**src/rtl/pc_predict_unit.sv**
```systemverilog
// Registered fetch PC with a direct-mapped BTB (2-bit direction counters) and
// execute-stage branch resolution that redirects the PC on a mispredict.
module pc_predict_unit #(
   parameter int unsigned      WIDTH       = 64,
   parameter int unsigned      DEPTH       = 16,
   parameter logic [WIDTH-1:0] RESET_PC    = '0,
   parameter int unsigned      INSTR_BYTES = 4
) (
   input  logic             CLK,
   input  logic             resetl,
   input  logic             Stall,
   output logic [WIDTH-1:0] CurrentPC,
   output logic             PredTaken,
   output logic [WIDTH-1:0] PredTarget,
   input  logic             ExValid,
   input  logic [WIDTH-1:0] ExPC,
   input  logic             ExBranch,
   input  logic             ExInvert,
   input  logic             ExUncondbranch,
   input  logic             ExRegBranch,
   input  logic             ExZero,
   input  logic [WIDTH-1:0] ExSignExtImm,
   input  logic [WIDTH-1:0] ExRegTarget,
   input  logic             ExPredTaken,
   input  logic [WIDTH-1:0] ExPredTarget,
   output logic             Flush
);

   localparam int unsigned      IDX  = $clog2(DEPTH);
   localparam int unsigned      TW   = WIDTH - IDX - 2;
   localparam logic [WIDTH-1:0] STEP = WIDTH'(INSTR_BYTES);

   logic             btb_valid  [DEPTH];
   logic             btb_uncond [DEPTH];
   logic [1:0]       btb_ctr    [DEPTH];
   logic [TW-1:0]    btb_tag    [DEPTH];
   logic [WIDTH-1:0] btb_target [DEPTH];

   logic [IDX-1:0]   f_idx, e_idx;
   logic [TW-1:0]    f_tag, e_tag;
   logic             f_hit, e_hit;
   logic             resolve, taken;
   logic [WIDTH-1:0] actual;
   logic [1:0]       ctr_next;

   always_comb begin
      f_idx      = CurrentPC[IDX+1:2];
      f_tag      = CurrentPC[WIDTH-1:IDX+2];
      f_hit      = btb_valid[f_idx] && (btb_tag[f_idx] == f_tag);
      PredTaken  = f_hit && (btb_uncond[f_idx] || btb_ctr[f_idx][1]);
      PredTarget = PredTaken ? btb_target[f_idx] : CurrentPC + STEP;
   end

   always_comb begin
      e_idx   = ExPC[IDX+1:2];
      e_tag   = ExPC[WIDTH-1:IDX+2];
      e_hit   = btb_valid[e_idx] && (btb_tag[e_idx] == e_tag);
      resolve = ExValid && (ExBranch || ExUncondbranch || ExRegBranch);
      taken   = resolve && (ExUncondbranch || ExRegBranch || (ExBranch && (ExZero ^ ExInvert)));
      if (taken)
         actual = ExRegBranch ? ExRegTarget : ExPC + ExSignExtImm;
      else
         actual = ExPC + STEP;
      // Non-branch in EX carrying a taken prediction came from a stale alias.
      if (resolve)
         Flush = (ExPredTaken != taken) || (taken && (ExPredTarget != actual));
      else
         Flush = ExValid && ExPredTaken;
      if (taken)
         ctr_next = (btb_ctr[e_idx] == 2'b11) ? 2'b11 : btb_ctr[e_idx] + 2'b01;
      else
         ctr_next = (btb_ctr[e_idx] == 2'b00) ? 2'b00 : btb_ctr[e_idx] - 2'b01;
   end

   always_ff @(posedge CLK or negedge resetl) begin
      if (!resetl)
         CurrentPC <= RESET_PC;
      else if (Flush)
         CurrentPC <= actual;
      else if (!Stall)
         CurrentPC <= PredTarget;
   end

   always_ff @(posedge CLK or negedge resetl) begin
      if (!resetl) begin
         for (int unsigned i = 0; i < DEPTH; i++) begin
            btb_valid[i]  <= 1'b0;
            btb_uncond[i] <= 1'b0;
            btb_ctr[i]    <= 2'b01;
            btb_tag[i]    <= '0;
            btb_target[i] <= '0;
         end
      end else if (resolve) begin
         if (e_hit) begin
            btb_ctr[e_idx]    <= ctr_next;
            btb_uncond[e_idx] <= ExUncondbranch || ExRegBranch;
            if (taken)
               btb_target[e_idx] <= actual;
         end else if (taken) begin
            btb_valid[e_idx]  <= 1'b1;
            btb_tag[e_idx]    <= e_tag;
            btb_target[e_idx] <= actual;
            btb_ctr[e_idx]    <= 2'b10;
            btb_uncond[e_idx] <= ExUncondbranch || ExRegBranch;
         end
      end
   end

endmodule

```
**config.mk**
```make
export PLATFORM = sky130hd
export DESIGN_NAME = pc_predict_unit
export DESIGN_NICKNAME = d
export VERILOG_FILES = /design/src/rtl/pc_predict_unit.sv
export SDC_FILE = /design/constraint.sdc
export NUM_CORES = 2
export LEC_CHECK = 0
export BUFFER_PORTS_ARGS = -buffer_cell sky130_fd_sc_hd__clkbuf_2
export CELL_PAD_IN_SITES_DETAIL_PLACEMENT = 0
export CELL_PAD_IN_SITES_GLOBAL_PLACEMENT = 1
export CORE_ASPECT_RATIO = 0.7
export CORE_MARGIN = 2
export CORE_UTILIZATION = 46
export DETAILED_ROUTE_END_ITERATION = 6
export MAX_ROUTING_LAYER = met4
export PLACE_DENSITY = 0.74
export SLEW_MARGIN = 10
export SYNTH_ARGS = -nofsm -noshare
export SYNTH_HDL_FRONTEND = slang
export SYNTH_SLANG_ARGS = --single-unit
```
**constraint.sdc**
```tcl
create_clock -name CLK -period 7.9 [get_ports CLK]
set_input_delay 2.37 -clock CLK [delete_from_list [all_inputs] [get_ports CLK]]
set_output_delay 2.37 -clock CLK [all_outputs]
set_load 0.005 [all_outputs]
```
Word-level counts from Yosys, hierarchy flattened
Index checks and enable logic that the tools add are counted.
{"block": "totals", "reg_bits": 2080, "latchBits": 0, "ramBits": 0, "romBits": 0, "inputBits": 266, "out_inout_bits": 130, "wordCells": 172, "mem_count": 0}
{"block": "op_classes", "addsub": 5, "n_mul": 0, "div": 0, "order_cmp": 3, "n_eq_ne": 6, "shift": 0, "muxes": 49, "n_bitwise": 8, "reduce_logical": 20}
{"op": "1024-bit bitwise mux", "count": 1}
{"op": "928-bit bitwise mux", "count": 1}
{"op": "64-bit two-way mux", "count": 8}
{"op": "58-bit binary-select mux with 4-bit select", "count": 2}
{"op": "58-bit two-way mux", "count": 5}
{"op": "64-bit binary-select mux with 4-bit select", "count": 1}
{"op": "64-bit demux with 4-bit select", "count": 1}
{"op": "58-bit demux with 4-bit select", "count": 1}
{"op": "64-bit by 3-bit adder with 64-bit output, second input constant", "count": 2}
{"op": "58-bit == test", "count": 2}
{"op": "64-bit adder", "count": 1}
{"op": "32-bit two-way mux", "count": 2}
{"op": "64-bit != test", "count": 1}
{"op": "32-bit bitwise mux", "count": 1}
{"op": "16-bit two-way mux", "count": 2}
{"op": "16-bit OR", "count": 2}
{"op": "16-bit bitwise AND", "count": 1}
{"op": "2-bit binary-select mux with 4-bit select", "count": 2}
{"op": "16-bit bitwise mux", "count": 1}
{"op": "2-bit two-way mux", "count": 8}
{"op": "16-bit NOT", "count": 1}
{"op": "1-bit binary-select mux with 4-bit select", "count": 3}
{"op": "5-bit >= comparator, second input constant", "count": 2}
{"op": "4-bit NOT with 5-bit output", "count": 2}
{"op": "other kinds (17)", "count": 38}

Depth between registers and ports, before layout
{"block": "logic_depth", "depth_word": 10, "depth_mapped": 22, "depth_no_buf": 16}

Least setup slack after synthesis
No wires, ideal clock.
{"block": "synth_timing", "path_kind": "input port to output port", "startpoint": "input port ExPC[8]", "endpoint": "output port Flush", "t_arrival_ns": 5.795, "required_ns": 5.530, "path_slack_ns": -0.265, "stages": 15, "path_buffers": 2, "path_cell_list": "ha_1 > clkbuf_1 > a21oi_1 > o21ai_0 > a21oi_1 > a31oi_1 > nor3b_1 > nor4_1 > nor3_1 > nor4_1 > nand4_1 > nor4_1 > nand4_1 > o211a_1 > buf_2"}
{"block": "synth_via", "elab_chain_len": 7, "elab_cells_between_ends": 8, "classes_between": "2 x add/sub; 1 x eq/ne; 3 x mux; 2 x reduce/logical"}
{"item": "from (decl)", "line_no": "16", "text": "input logic [WIDTH-1:0] ExPC,"}
{"item": "64-bit adder", "line_no": "61", "text": "actual = ExRegBranch ? ExRegTarget : ExPC + ExSignExtImm;"}
{"item": "64-bit two-way mux", "line_no": "61"}
{"item": "64-bit two-way mux (*)", "line_no": "60", "text": "if (taken)"}
{"item": "64-bit != test (*)", "line_no": "66", "text": "Flush = (ExPredTaken != taken) || (taken && (ExPredTarget != actual));"}
{"item": "1-bit logical AND (*)", "line_no": "66"}
{"item": "1-bit logical OR (*)", "line_no": "66"}
{"item": "1-bit two-way mux (*)", "line_no": "65", "text": "if (resolve)"}
{"item": "to (decl)", "line_no": "26", "text": "output logic Flush"}
Mark *: on every way between the ends. The rest lies on a longest branch, timed or not.

Worst setup path in the final report
{"block": "layout_timing", "startpoint": "input port ExPC[12]", "endpoint": "output port Flush"}
Same word-level chain as after synthesis.

==> metrics <==
NetSw=13.7 mW; most used cell, CP=buf_4; Pwr Density=approximately 290 mW/mm2; per-cell routed wire length=34.3 um; leakage power=roughly 60 nW; peak supply drop=0.198 mV; Worst Path Required=5530 ps; Synth-to-Final Area Change=23.8%; CTS tree=done; power share of the combinational group=35.2%; dpl hpwl=344000 um; fin cells=between 10000 and 15000; CP max stage delay=520 ps; critical setup path kind=in -> out; chip height=415 um; RSZ-0062 raised after global routing=true; Initial Util=roughly 46%; Int Pwr=26.1 mW; first-pass GRT wire length=approximately 680000 um; GPL Wtd Cong=approximately 1.1; syn_nets=a little under 10000; CTS H-tree lvls=4; Tmin final=8680 ps; Cells after DPL=13500; DIE AREA=0.246 mm2; Main synth FF type=dfrtp_1; Placement Cell Area=0.125 mm2; post-synthesis sequential area ratio=46.8%; share of post-route cells with drive strength above 1=40.8%; Top Family by Delay on Critical Path=simple AND/OR/NAND/NOR gates; status=finished, violations left; setup TNS=-24440 ps; clk slew on worst S/H paths=60 ps; Worst-Margin Slew=1250 ps; Worst setup EP type=primary output; worst-path fanout max=5; Num CTS Buffers=210; Hold Vio Cnt, Final=0; CTS root buf=clkbuf_16; leading area contributor after synthesis=dfrtp_1; io pins=396; worst path bufs/invs=6; drt pass-1 iters=7; Max clock buf depth=4; final wirelength=roughly 480000 um; Vias=91900; row cnt=151; clock share of power=26.0%; routed vias/inst=6.55; endpoints failing setup=65; area occupied by multi-input gates=0.0589 mm2; final period utilization=110%; sequential group share of total power=38.8%; Fillers=19700; Post-Syn Instances=9453; Starting DRT DRC Count=between 10000 and 15000; Yosys cell types=95; relative slew slack=16.5%; Max-Cap Viols=0; clk_skew=around 120 ps; vias in the first global route=89300; Core ar.=0.241 mm2; dominant cells by area after synthesis=dfrtp_1 46%, mux4_2 18%, mux2_2 8.0%; Port Buffers=395; DRC Markers=1; Sw Share=34.5%; Ys Warns=0; crit-path cells=buf_2 -> buf_4 -> nand4_1 -> buf_4 -> nor4_4 -> buf_4 -> xnor2_1 -> o211ai_1 -> o311ai_1 -> a221o_1 -> or4_1 -> nor4_2 -> buf_4 -> o2111ai_1 -> nor4_2 -> nand4_1 -> o211a_4 -> buf_6; Overflow after GRT=0; register bit total from synthesis=2080; design area=0.138 mm2; fin nets=11000; hold_buf cts=0; Slew Limit Fails=0; register area=between 0.05 and 0.06 mm2; Worst Path Arrival=6310 ps; Syn Area/Cell=between 10 and 15 um2; ys async rst share=100%; die width=592 um; number of flops mapped to enable cells by yosys=0; failing checks=DRC, setup timing; initial antenna violation count=33; Routed Antenna Nets=0; FMAX=115 MHz; Slowest cell on crit path=or4_1; Min-Delay Path Class=reg -> reg; Clock Sinks=around 2100; startpoint type of the worst setup path=input port; pin count of the biggest net entering global routing=189; worst-skew pair later-pin latency=950 ps; GRT Overall Usage=about 40%; top-area cell type share of the netlist area=46.4%; PnR worst setup slack=-784 ps; Synth Cell Area=between 0.1 and 0.15 mm2
[final cells by class]
| class | instances | share of cell area [%] |
|---|---|---|
| Multi-Input combinational cell | 6431 | 42.7 |
| Tap cell | 3213 | 2.92 |
| Sequential cell | 2080 | 37.8 |
| Clock inverter | 65 | 0.596 |
| Timing Repair Buffer | 1845 | 11.3 |
| Clock buffer | 306 | 4.45 |
| Inverter | 54 | 0.151 |
| Antenna cell | 28 | 0.0509 |
[through the flow]
| step | utilization (%) | hold WS [ps] | total power, mW | setup slack (ps) |
|---|---|---|---|---|
| 2_1_floorplan | - | 445 | 22.9 | -36.7 |
| 3_3_place_gp | 51.9 | 456 | 28.1 | -1240 |
| 3_5_place_dp | 51.9 | 465 | 28.6 | -1300 |
| 4_1_cts | 56.2 | 479 | 39.4 | -743 |
| 5_1_grt | 57.1 | 489 | 41.3 | -845 |
| 6_report | 57.1 | 475 | 39.9 | -784 |
[layout by cell type (no fill, tap or decap), drive strengths merged, types with 22 or more instances in the layout]
cell / instances
diode: 28
a31oi: 60
nor2: 441
nor3: 110
a21o: 36
and3: 58
or2: 22
and2: 34
clkinv: 42
mux2i: 102
o211ai: 33
xor2: 81
nor4: 59
buf: 1496
nand4: 107
ha: 68
o22a: 104
inv: 55
clkbuf: 650
and4: 26
nand2b: 39
or3: 23
mux2: 797
dfrtp: 2064
a21oi: 360
xnor2: 196
o21ai: 1104
o22ai: 81
nand3: 83
mux4: 905
nand2: 1224
a211oi: 27
[per-layer routing]
layer / up-vias / track usage (%) / routed length [um]
met5: - / - / 0
li1: 37300 / - / -
met3: 1190 / 12.8 / 65200
met4: 0 / 18.2 / 28000
met1: 47500 / 56.6 / 194000
met2: 5847 / 52.7 / 194000
[power by group through the flow]
stage | clock network, mW | logic (mW) | registers (mW)
after floorplan | 0 | 8.18 | 14.8
after global placement | 0 | 12.8 | 15.3
after CTS | 10.4 | 13.6 | 15.4
after detailed placement | 0 | 13.0 | 15.6
final | 10.4 | 14.0 | 15.5
after global routing | 10.9 | 14.7 | 15.8
[repair_timing]
item / CTS / global route
hold endpoints to repair: 0 / 0
gates cloned: 18 / 2
buffers inserted: 92 / 79
gates resized for setup: 479 / 347
pin swaps: 84 / 133
setup endpoints to repair: 66 / 66
[synth_stat cells, types with 12 or more instances]
library cell and instances:
ha_1 68, mux2_2 793, and2_1 33, nor2_1 440, o211ai_1 32, xnor2_1 196, nor3_1 109, and3_1 58
nand4_1 105, dfrtp_1 2064, or3_1 23, buf_2 156, nor4_1 57, buf_1 111, a211oi_1 27, o22ai_1 81
o22a_1 104, o21bai_1 13, nor3b_1 12, xor2_1 81, o21ai_0 1095, nand2b_1 39, mux2i_1 102, a31oi_1 60
nand2_1 1224, and4_1 26, a21o_1 36, clkbuf_1 590, mux4_2 905, o21a_1 17, a21oi_1 360, nand3_1 83
dfstp_2 16, buf_4 14, buf_6 17, or2_2 20, inv_1 47
[worst reg2reg max path: stages, from the launching register on]
cell     delay, ps
dfrtp_4        480
buf_6          140
buf_16         150
buf_16         160
buf_12         160
mux4_2         450
mux4_2         660
xor2_4         290
or4_4          550
nor3_4         250
or4b_4         550
buf_12         160
nor2_4         130
buf_6          120
buf_8          110
buf_12         140
buf_4          130
buf_4          120
buf_4          500
nor2_1         140
nor2_1         110
o22ai_1        140
mux2i_1        200
[state kept, by name (all words and copies together) (netlist names)]
signal,count
btb_tag,928
btb_ctr,32
CurrentPC,64
btb_target,1024
btb_uncond,16
btb_valid,16
[kinds of logic (layout without fill, tap and decap cells)]
kind of cell	Yosys count	after routing	synth area share (%)
simple gates	2276	2276	9.00
flops	2080	2080	46.8
compound gates	2004	2004	10.4
mux	1804	1804	27.3
buf+inv	942	2270	3.52
xor+xnor	277	277	2.18
fa+ha+maj	70	70	0.792
other cells	0	28	0
[path summary, 6_finish.rpt]
kind                                      start              end  slack, ps  cells after the start
worst min register to register  btb_target[350]  btb_target[350]        480                      2
worst max register to register     CurrentPC[2]    CurrentPC[39]       1990                     22
max in group asynchronous                resetl  btb_target[670]       4610                      2
worst min-delay path            btb_target[350]  btb_target[350]        480                      2
min in group asynchronous                resetl     btb_tag[659]       1490                      1
worst max-delay path                   ExPC[12]            Flush       -780                     18
Note: power is estimated with default switching activity, not from simulation.
